$ cat src/rtl/fadd_share_if.sv
// Bundle between the shared-adder scheduler, its requesters, the result consumer and the adder.
// Handshakes: a requester holds req with stable operands until gnt pulses for one cycle, which
// means the request is accepted. A result moves on a cycle where rsp_valid && rsp_ready. Once
// rsp_valid is high it stays high, with rsp_id/rsp_z/rsp_ovf stable, until that cycle.
interface fadd_share_if #(
  parameter int N   = 4,
  parameter int IDW = 2
);
  logic [N-1:0]      req;
  logic [N-1:0]      req_sub;
  logic [32*N-1:0]   req_x;
  logic [32*N-1:0]   req_y;
  logic [N-1:0]      gnt;
  logic              rsp_valid;
  logic [IDW-1:0]    rsp_id;
  logic [31:0]       rsp_z;
  logic [1:0]        rsp_ovf;
  logic              rsp_ready;
  logic [31:0]       add_x;
  logic [31:0]       add_y;
  logic              add_enable;
  logic [31:0]       add_z;
  logic [1:0]        add_overflow;

  modport slave (
    input  req, req_sub, req_x, req_y, rsp_ready, add_z, add_overflow,
    output gnt, rsp_valid, rsp_id, rsp_z, rsp_ovf, add_x, add_y, add_enable
  );

  modport master (
    output req, req_sub, req_x, req_y, rsp_ready, add_z, add_overflow,
    input  gnt, rsp_valid, rsp_id, rsp_z, rsp_ovf, add_x, add_y, add_enable
  );
endinterface

$ cat src/rtl/fadd_share_ctrl.sv
// Time-shares one fixed-latency float adder among N requesters: round-robin grant, operand
// latch (subtract becomes add with y's sign flipped), timed enable, then a held response.
module fadd_share_ctrl #(
  parameter int N       = 4,
  parameter int IDW     = 2,
  parameter int ADD_LAT = 6
) (
  input  logic             clk,
  input  logic             rst,
  fadd_share_if.slave      bus,
  output logic [1:0]       dbg_state
);
  localparam int CW = (ADD_LAT > 1) ? $clog2(ADD_LAT) : 1;
  localparam logic [CW-1:0] CNT_LAST = CW'(ADD_LAT - 1);

  typedef enum logic [1:0] {
    IDLE = 2'd0,
    RUN  = 2'd1,
    RESP = 2'd2
  } state_t;

  state_t         state;
  state_t         state_nxt;
  logic [CW-1:0]  cnt;
  logic [IDW-1:0] last;
  logic [IDW-1:0] id;
  logic [IDW-1:0] win;
  logic           found;
  logic [N-1:0]   gnt_c;
  logic [31:0]    x_r;
  logic [31:0]    y_r;
  logic [31:0]    z_r;
  logic [1:0]     ovf_r;
  logic [IDW-1:0] rsp_id_r;
  logic [31:0]    x_arr [N];
  logic [31:0]    y_arr [N];

  for (genvar i = 0; i < N; i++) begin : g_unpack
    assign x_arr[i] = bus.req_x[32*i +: 32];
    assign y_arr[i] = bus.req_y[32*i +: 32];
  end

  // Round-robin: rotate req so the slot after 'last' sits at bit 0, take the lowest set bit,
  // then map the offset back to an absolute index (mod N, N need not be a power of two).
  logic [N-1:0] rot;
  logic [IDW:0] start;
  logic [IDW:0] off;
  logic [IDW:0] sum;

  always_comb begin
    start = {1'b0, last} + 1'b1;
    rot   = N'({bus.req, bus.req} >> start);
    off   = '0;
    found = 1'b0;
    for (int i = N-1; i >= 0; i--) begin
      if (rot[i]) begin
        off   = (IDW+1)'(i);
        found = 1'b1;
      end
    end
    sum = start + off;
    if (sum >= (IDW+1)'(N)) sum = sum - (IDW+1)'(N);
    win = sum[IDW-1:0];
  end

  always_comb begin
    state_nxt = state;
    gnt_c     = '0;
    unique case (state)
      IDLE: begin
        if (found) begin
          gnt_c     = N'(1) << win;
          state_nxt = RUN;
        end
      end
      RUN: begin
        if (cnt == CNT_LAST) state_nxt = RESP;
      end
      RESP: begin
        if (bus.rsp_ready) state_nxt = IDLE;
      end
      default: state_nxt = IDLE;
    endcase
    // A cycle with rst high never accepts a request.
    if (rst) gnt_c = '0;
  end

  always_ff @(posedge clk) begin
    if (rst) begin
      state    <= IDLE;
      cnt      <= '0;
      last     <= IDW'(N - 1);
      id       <= '0;
      x_r      <= '0;
      y_r      <= '0;
      z_r      <= '0;
      ovf_r    <= '0;
      rsp_id_r <= '0;
    end else begin
      state <= state_nxt;
      case (state)
        IDLE: begin
          if (found) begin
            x_r  <= x_arr[win];
            y_r  <= {y_arr[win][31] ^ bus.req_sub[win], y_arr[win][30:0]};
            id   <= win;
            last <= win;
            cnt  <= '0;
          end
        end
        RUN: begin
          cnt <= cnt + 1'b1;
          if (cnt == CNT_LAST) begin
            z_r      <= bus.add_z;
            ovf_r    <= bus.add_overflow;
            rsp_id_r <= id;
          end
        end
        default: ;
      endcase
    end
  end

  assign bus.gnt        = gnt_c;
  assign bus.add_enable = (state == RUN);
  assign bus.rsp_valid  = (state == RESP);
  assign bus.add_x      = x_r;
  assign bus.add_y      = y_r;
  assign bus.rsp_z      = z_r;
  assign bus.rsp_ovf    = ovf_r;
  assign bus.rsp_id     = rsp_id_r;
  assign dbg_state      = state;
endmodule

$ cat src/flat_wrapper.sv
// flat-port wrapper written by rule: the top's interface ports become plain ports
module fadd_share_ctrl_flat 
#(
  parameter int N       = 4,
  parameter int IDW     = 2,
  parameter int ADD_LAT = 6
)
  (clk, rst, dbg_state, bus_req, bus_req_sub, bus_req_x, bus_req_y, bus_rsp_ready, bus_add_z, bus_add_overflow, bus_gnt, bus_rsp_valid, bus_rsp_id, bus_rsp_z, bus_rsp_ovf, bus_add_x, bus_add_y, bus_add_enable);
  fadd_share_if #(.N(N), .IDW(IDW)) bus_i ();
  input  logic clk;
  input  logic rst;
  output logic [1:0] dbg_state;
  input wire logic [$bits(bus_i.req)-1:0] bus_req;
  input wire logic [$bits(bus_i.req_sub)-1:0] bus_req_sub;
  input wire logic [$bits(bus_i.req_x)-1:0] bus_req_x;
  input wire logic [$bits(bus_i.req_y)-1:0] bus_req_y;
  input wire logic [$bits(bus_i.rsp_ready)-1:0] bus_rsp_ready;
  input wire logic [$bits(bus_i.add_z)-1:0] bus_add_z;
  input wire logic [$bits(bus_i.add_overflow)-1:0] bus_add_overflow;
  output wire logic [$bits(bus_i.gnt)-1:0] bus_gnt;
  output wire logic [$bits(bus_i.rsp_valid)-1:0] bus_rsp_valid;
  output wire logic [$bits(bus_i.rsp_id)-1:0] bus_rsp_id;
  output wire logic [$bits(bus_i.rsp_z)-1:0] bus_rsp_z;
  output wire logic [$bits(bus_i.rsp_ovf)-1:0] bus_rsp_ovf;
  output wire logic [$bits(bus_i.add_x)-1:0] bus_add_x;
  output wire logic [$bits(bus_i.add_y)-1:0] bus_add_y;
  output wire logic [$bits(bus_i.add_enable)-1:0] bus_add_enable;
  assign bus_i.req = bus_req;
  assign bus_i.req_sub = bus_req_sub;
  assign bus_i.req_x = bus_req_x;
  assign bus_i.req_y = bus_req_y;
  assign bus_i.rsp_ready = bus_rsp_ready;
  assign bus_i.add_z = bus_add_z;
  assign bus_i.add_overflow = bus_add_overflow;
  assign bus_gnt = bus_i.gnt;
  assign bus_rsp_valid = bus_i.rsp_valid;
  assign bus_rsp_id = bus_i.rsp_id;
  assign bus_rsp_z = bus_i.rsp_z;
  assign bus_rsp_ovf = bus_i.rsp_ovf;
  assign bus_add_x = bus_i.add_x;
  assign bus_add_y = bus_i.add_y;
  assign bus_add_enable = bus_i.add_enable;
  fadd_share_ctrl #(.N(N), .IDW(IDW), .ADD_LAT(ADD_LAT)) u_core (.clk(clk), .rst(rst), .bus(bus_i), .dbg_state(dbg_state));
endmodule
$ cat config.mk
export PLATFORM = sky130hd
export DESIGN_NAME = fadd_share_ctrl_flat
export DESIGN_NICKNAME = d
export VERILOG_FILES = /design/src/rtl/fadd_share_if.sv /design/src/rtl/fadd_share_ctrl.sv /design/src/flat_wrapper.sv
export SDC_FILE = /design/constraint.sdc
export NUM_CORES = 1
export LEC_CHECK = 0
export ABC_AREA = 0
export CAP_MARGIN = 10
export CORE_AREA = 2 2 160 162
export CTS_BUF_LIST = sky130_fd_sc_hd__clkbuf_8
export CTS_CLUSTER_DIAMETER = 200
export DETAILED_ROUTE_END_ITERATION = 6
export DIE_AREA = 0 0 162 164
export MAX_ROUTING_LAYER = met4
export PLACE_DENSITY_LB_ADDON = 0.12
export SYNTH_ARGS = -nofsm -noshare
export SYNTH_HDL_FRONTEND = slang
export SYNTH_SLANG_ARGS = --single-unit
$ cat constraint.sdc
create_clock -name clk -period 3.81 [get_ports clk]
set_input_delay 0.5715 -clock clk [delete_from_list [all_inputs] [get_ports clk]]
set_output_delay 0.5715 -clock clk [all_outputs]
set_load 0.03 [all_outputs]
==> Implementation_results.wiki <==
{| class="wikitable"
! Metric !! Value
|-
| Outcome || finished, final reports clean
|-
| Max layer used || met4
|-
| Initial antenna violation count || 0
|-
| Die W || 162 um
|-
| Cell at the root of the clock tree || clkbuf_8
|-
| Total met2 wirelength after detailed routing || 12890 um
|-
| Wire length of the first global-routing pass || 38810 um
|-
| Vias per inst || 5.140
|-
| Worst path cell trace || clkdlybuf4s50_1, nor2_2, nor4_1, a21oi_1, o21ai_0, a21oi_1, ha_4, xnor2_2, xnor2_1, and3_1, buf_4
|-
| Fmax || 286.9 MHz
|-
| Cell area after synthesis || 6534 um^2
|-
| Final count of pins violating max slew || 0
|-
| All-Layer GR Usage || 0.1919
|-
| Worst skew pair latency || 0.41 ns
|-
| Worst ir drop on vdd || 232.8 uV
|-
| Number of nets in the finished design || 1366
|-
| Clock Tree Buf Depth || 2
|-
| Total placed cells including tap cells || 1380
|-
| Rows || 58
|-
| Pin count of the biggest net entering global routing || 95
|-
| Synth warnings || 0
|-
| Floorplan Core Area || 24820 um^2
|-
| Final min period || 3.486 ns
|-
| Total clock sinks || 109
|-
| CTS Hold Buffers Added || 0
|-
| Post-layout utilization of the core || 0.4480
|-
| Number of resized instances in the post-cts repair step || 0
|-
| CP endpoint kind || output pin
|-
| EDFF count, synth || 0
|-
| Total congestion overflow || 0
|-
| Buffers inserted by post-CTS timing repair || 0
|-
| Longest individual stage delay on the worst path || 0.52 ns
|-
| Cell leakage power || 4.326 nW
|-
| Worst Clk Skew || 0.02931 ns
|-
| Crit path DAT || 2.91 ns
|-
| HP Class || reg -> reg
|-
| RePlAce Congestion || 0.7516
|-
| Post-place setup slack || 0.3331 ns
|-
| Max-cap violations || 0
|-
| Worst-case setup margin in the final layout || 0.3241 ns
|-
| Final-layout fill cell count || 2482
|-
| Number of failing setup endpoints in the final timing report || 0
|-
| Reg clk slew, reported paths || 0.14 ns
|-
| Number of port buffers || 408
|-
| Die height || 164 um
|-
| Master of the slowest instance on the critical path || clkdlybuf4s50_1
|-
| CP startpoint kind || input port
|-
| Slack of the worst reg-to-reg path || 1.12 ns
|-
| Violation count after the first detailed-route iteration || 329
|-
| Most frequent CP cell || a21oi_1
|-
| Syn_nets || 1003
|-
| Worst path required time || 3.24 ns
|-
| Diodes inserted || 0
|-
| Slew headroom || 0.4433
|-
| HPWL after detailed placement || 19100 um
|-
| Part of the Yosys area used for sequential elements || 0.3340
|-
| Aggregate negative setup slack || 0 ns
|-
| Setup repair after global routing missed its margin || no
|-
| WL met1 || 11120 um
|-
| Asr flop ratio synth || 0
|-
| Top-Level Pins || 409
|-
| Synth Flop Type || dfxtp_1
|-
| PwrDens || 532.2 nW/um^2
|-
| Layout cell share with drive strength beyond 1 || 0.04972
|-
| Final Power || 5.918 mW
|-
| Finished layout cell area || 11120 um^2
|-
| Wire length per cell || 18.99 um
|-
| Final clock period utilization by the worst path || 0.9149
|-
| Largest fanout of any net on the critical path || 7
|-
| Post-place instance area || 10900 um^2
|-
| Wire length on met3 || 2030 um
|-
| Critical setup path kind || in -> out
|-
| Layout area overhead || 70.17%
|-
| Cell taking the most area after synthesis || dfxtp_1
|-
| TritonRoute pass-1 iters || 5
|-
| Detail Route Antenna Nets || 0
|-
| Via count of the first global-routing pass || 6877
|-
| Number of distinct library cells after synthesis || 38
|-
| Overall via count from detail_route || 7175
|-
| Hold Worst Slack || 0.4628 ns
|-
| Number of buffers created by CTS || 9
|-
| Post-Syn Instances || 698
|-
| Top area cells in the synthesized netlist || dfxtp_1 (33%), mux2i_1 (20%), o221ai_1 (17%)
|-
| Flip-flop and latch count after synthesis || 109
|-
| Number of hold-slack violations in the final timing report || 0
|-
| CTS tree || yes
|-
| Post-synth top area share || 0.3340
|-
| Effective utilization at floorplan || 0.2633
|-
| Residual DRC count || 0
|-
| Die area || 26570 um^2
|-
| Post-Route WL || 26520 um
|-
| Post-Synthesis Mean Instance Area || 9.361 um^2
|-
| Cell Count, Final, Fillers Out || 1396
|-
| Worst-Margin Slew || 0.8328 ns
|-
| H-tree levels || 3
|}
layer usage:
metal  track usage  vias up
met1        0.2269     3380
met5             -        -
met2        0.3236      277
met3       0.05202       26
li1              -     3492
met4       0.04948        0
flip-flops by register name, indices dropped and copies added (netlist names), 3 cells and up:
register and count:
u_core.bus.add_x 32, u_core.bus.add_y 32, u_core.cnt 3, u_core.bus.rsp_z 32
worst max-delay path, delay by kind of cell:
| kind | cells | cell delay, ns |
|---|---|---|
| AO/OA/AOI/OAI | 3 | 0.51 |
| AND/OR/NAND/NOR | 3 | 0.49 |
| adder cells (fa/ha/maj) | 1 | 0.21 |
| XOR/XNOR | 2 | 0.44 |
| buffers and inverters | 2 | 0.68 |
placed cells by master, fill, tap and decap left out, types with 5 or more instances in the layout:
| cell | count |
|---|---|
| nor2_1 | 14 |
| dfxtp_1 | 109 |
| nand2b_1 | 5 |
| o221ai_1 | 126 |
| a21oi_1 | 42 |
| clkdlybuf4s50_1 | 403 |
| nand3_1 | 6 |
| mux2i_1 | 130 |
| nor3_1 | 5 |
| a22o_1 | 63 |
| clkbuf_8 | 9 |
| nand2_1 | 77 |
| buf_4 | 17 |
| xor2_1 | 6 |
| buf_12 | 7 |
synth_stat cells (2+ instances only):
cell type and n:
o21ai_0 2, mux2i_1 130, a22o_1 63, xnor2_1 2, buf_6 10, buf_2 18, a21oi_1 42, o32ai_1 2
and3_1 2, clkbuf_1 43, buf_1 3, nor3_1 5, nand3_1 6, dfxtp_1 109, o221ai_1 126, a31oi_1 2
or2_1 2, nand2_1 77, nand2_4 2, nor4_1 2, buf_4 2, xor2_1 6, inv_1 4, nor2_1 15
nand2b_1 5, ha_1 4, o21ai_1 3
cell type report:
| type | count | area [um^2] | share of cell area |
|---|---|---|---|
| clock buffer | 9 | 123.9 | 0.01114 |
| clock inverter | 7 | 96.34 | 0.008665 |
| inverter | 5 | 18.77 | 0.001688 |
| multi-input combinational | 508 | 3978 | 0.3578 |
| sequential | 109 | 2182 | 0.1963 |
| tap | 330 | 412.9 | 0.03714 |
| timing repair buffer | 428 | 4307 | 0.3873 |
path summary, 6_finish.rpt:
| check | start | cells after the start | end |
|---|---|---|---|
| worst min-delay path | u_core.bus.rsp_z[28] | 2 | u_core.bus.rsp_z[28] |
| worst max-delay path | bus_req[2] | 11 | bus_gnt[0] |
| worst max register to register | u_core.last[0] | 10 | u_core.bus.add_x[14] |
| worst min register to register | u_core.bus.rsp_z[28] | 2 | u_core.bus.rsp_z[28] |
cells by family after synthesis:
| logic type | Yosys count | share of synthesized area |
|---|---|---|
| XOR/XNOR | 9 | 0.01321 |
| multiplexers | 130 | 0.1992 |
| flip-flops | 109 | 0.3340 |
| buffers and inverters | 81 | 0.06262 |
| adder cells (fa/ha/maj) | 4 | 0.007660 |
| AO/OA/AOI/OAI | 244 | 0.3020 |
| AND/OR/NAND/NOR | 121 | 0.08139 |
where the power goes:
part           switching, mW  internal, mW  leakage [nW]
combinational           1.87          1.61          3.32
sequential             0.174          1.43         0.899
clock                  0.545         0.283         0.110
(Power assumes the default switching activity.)
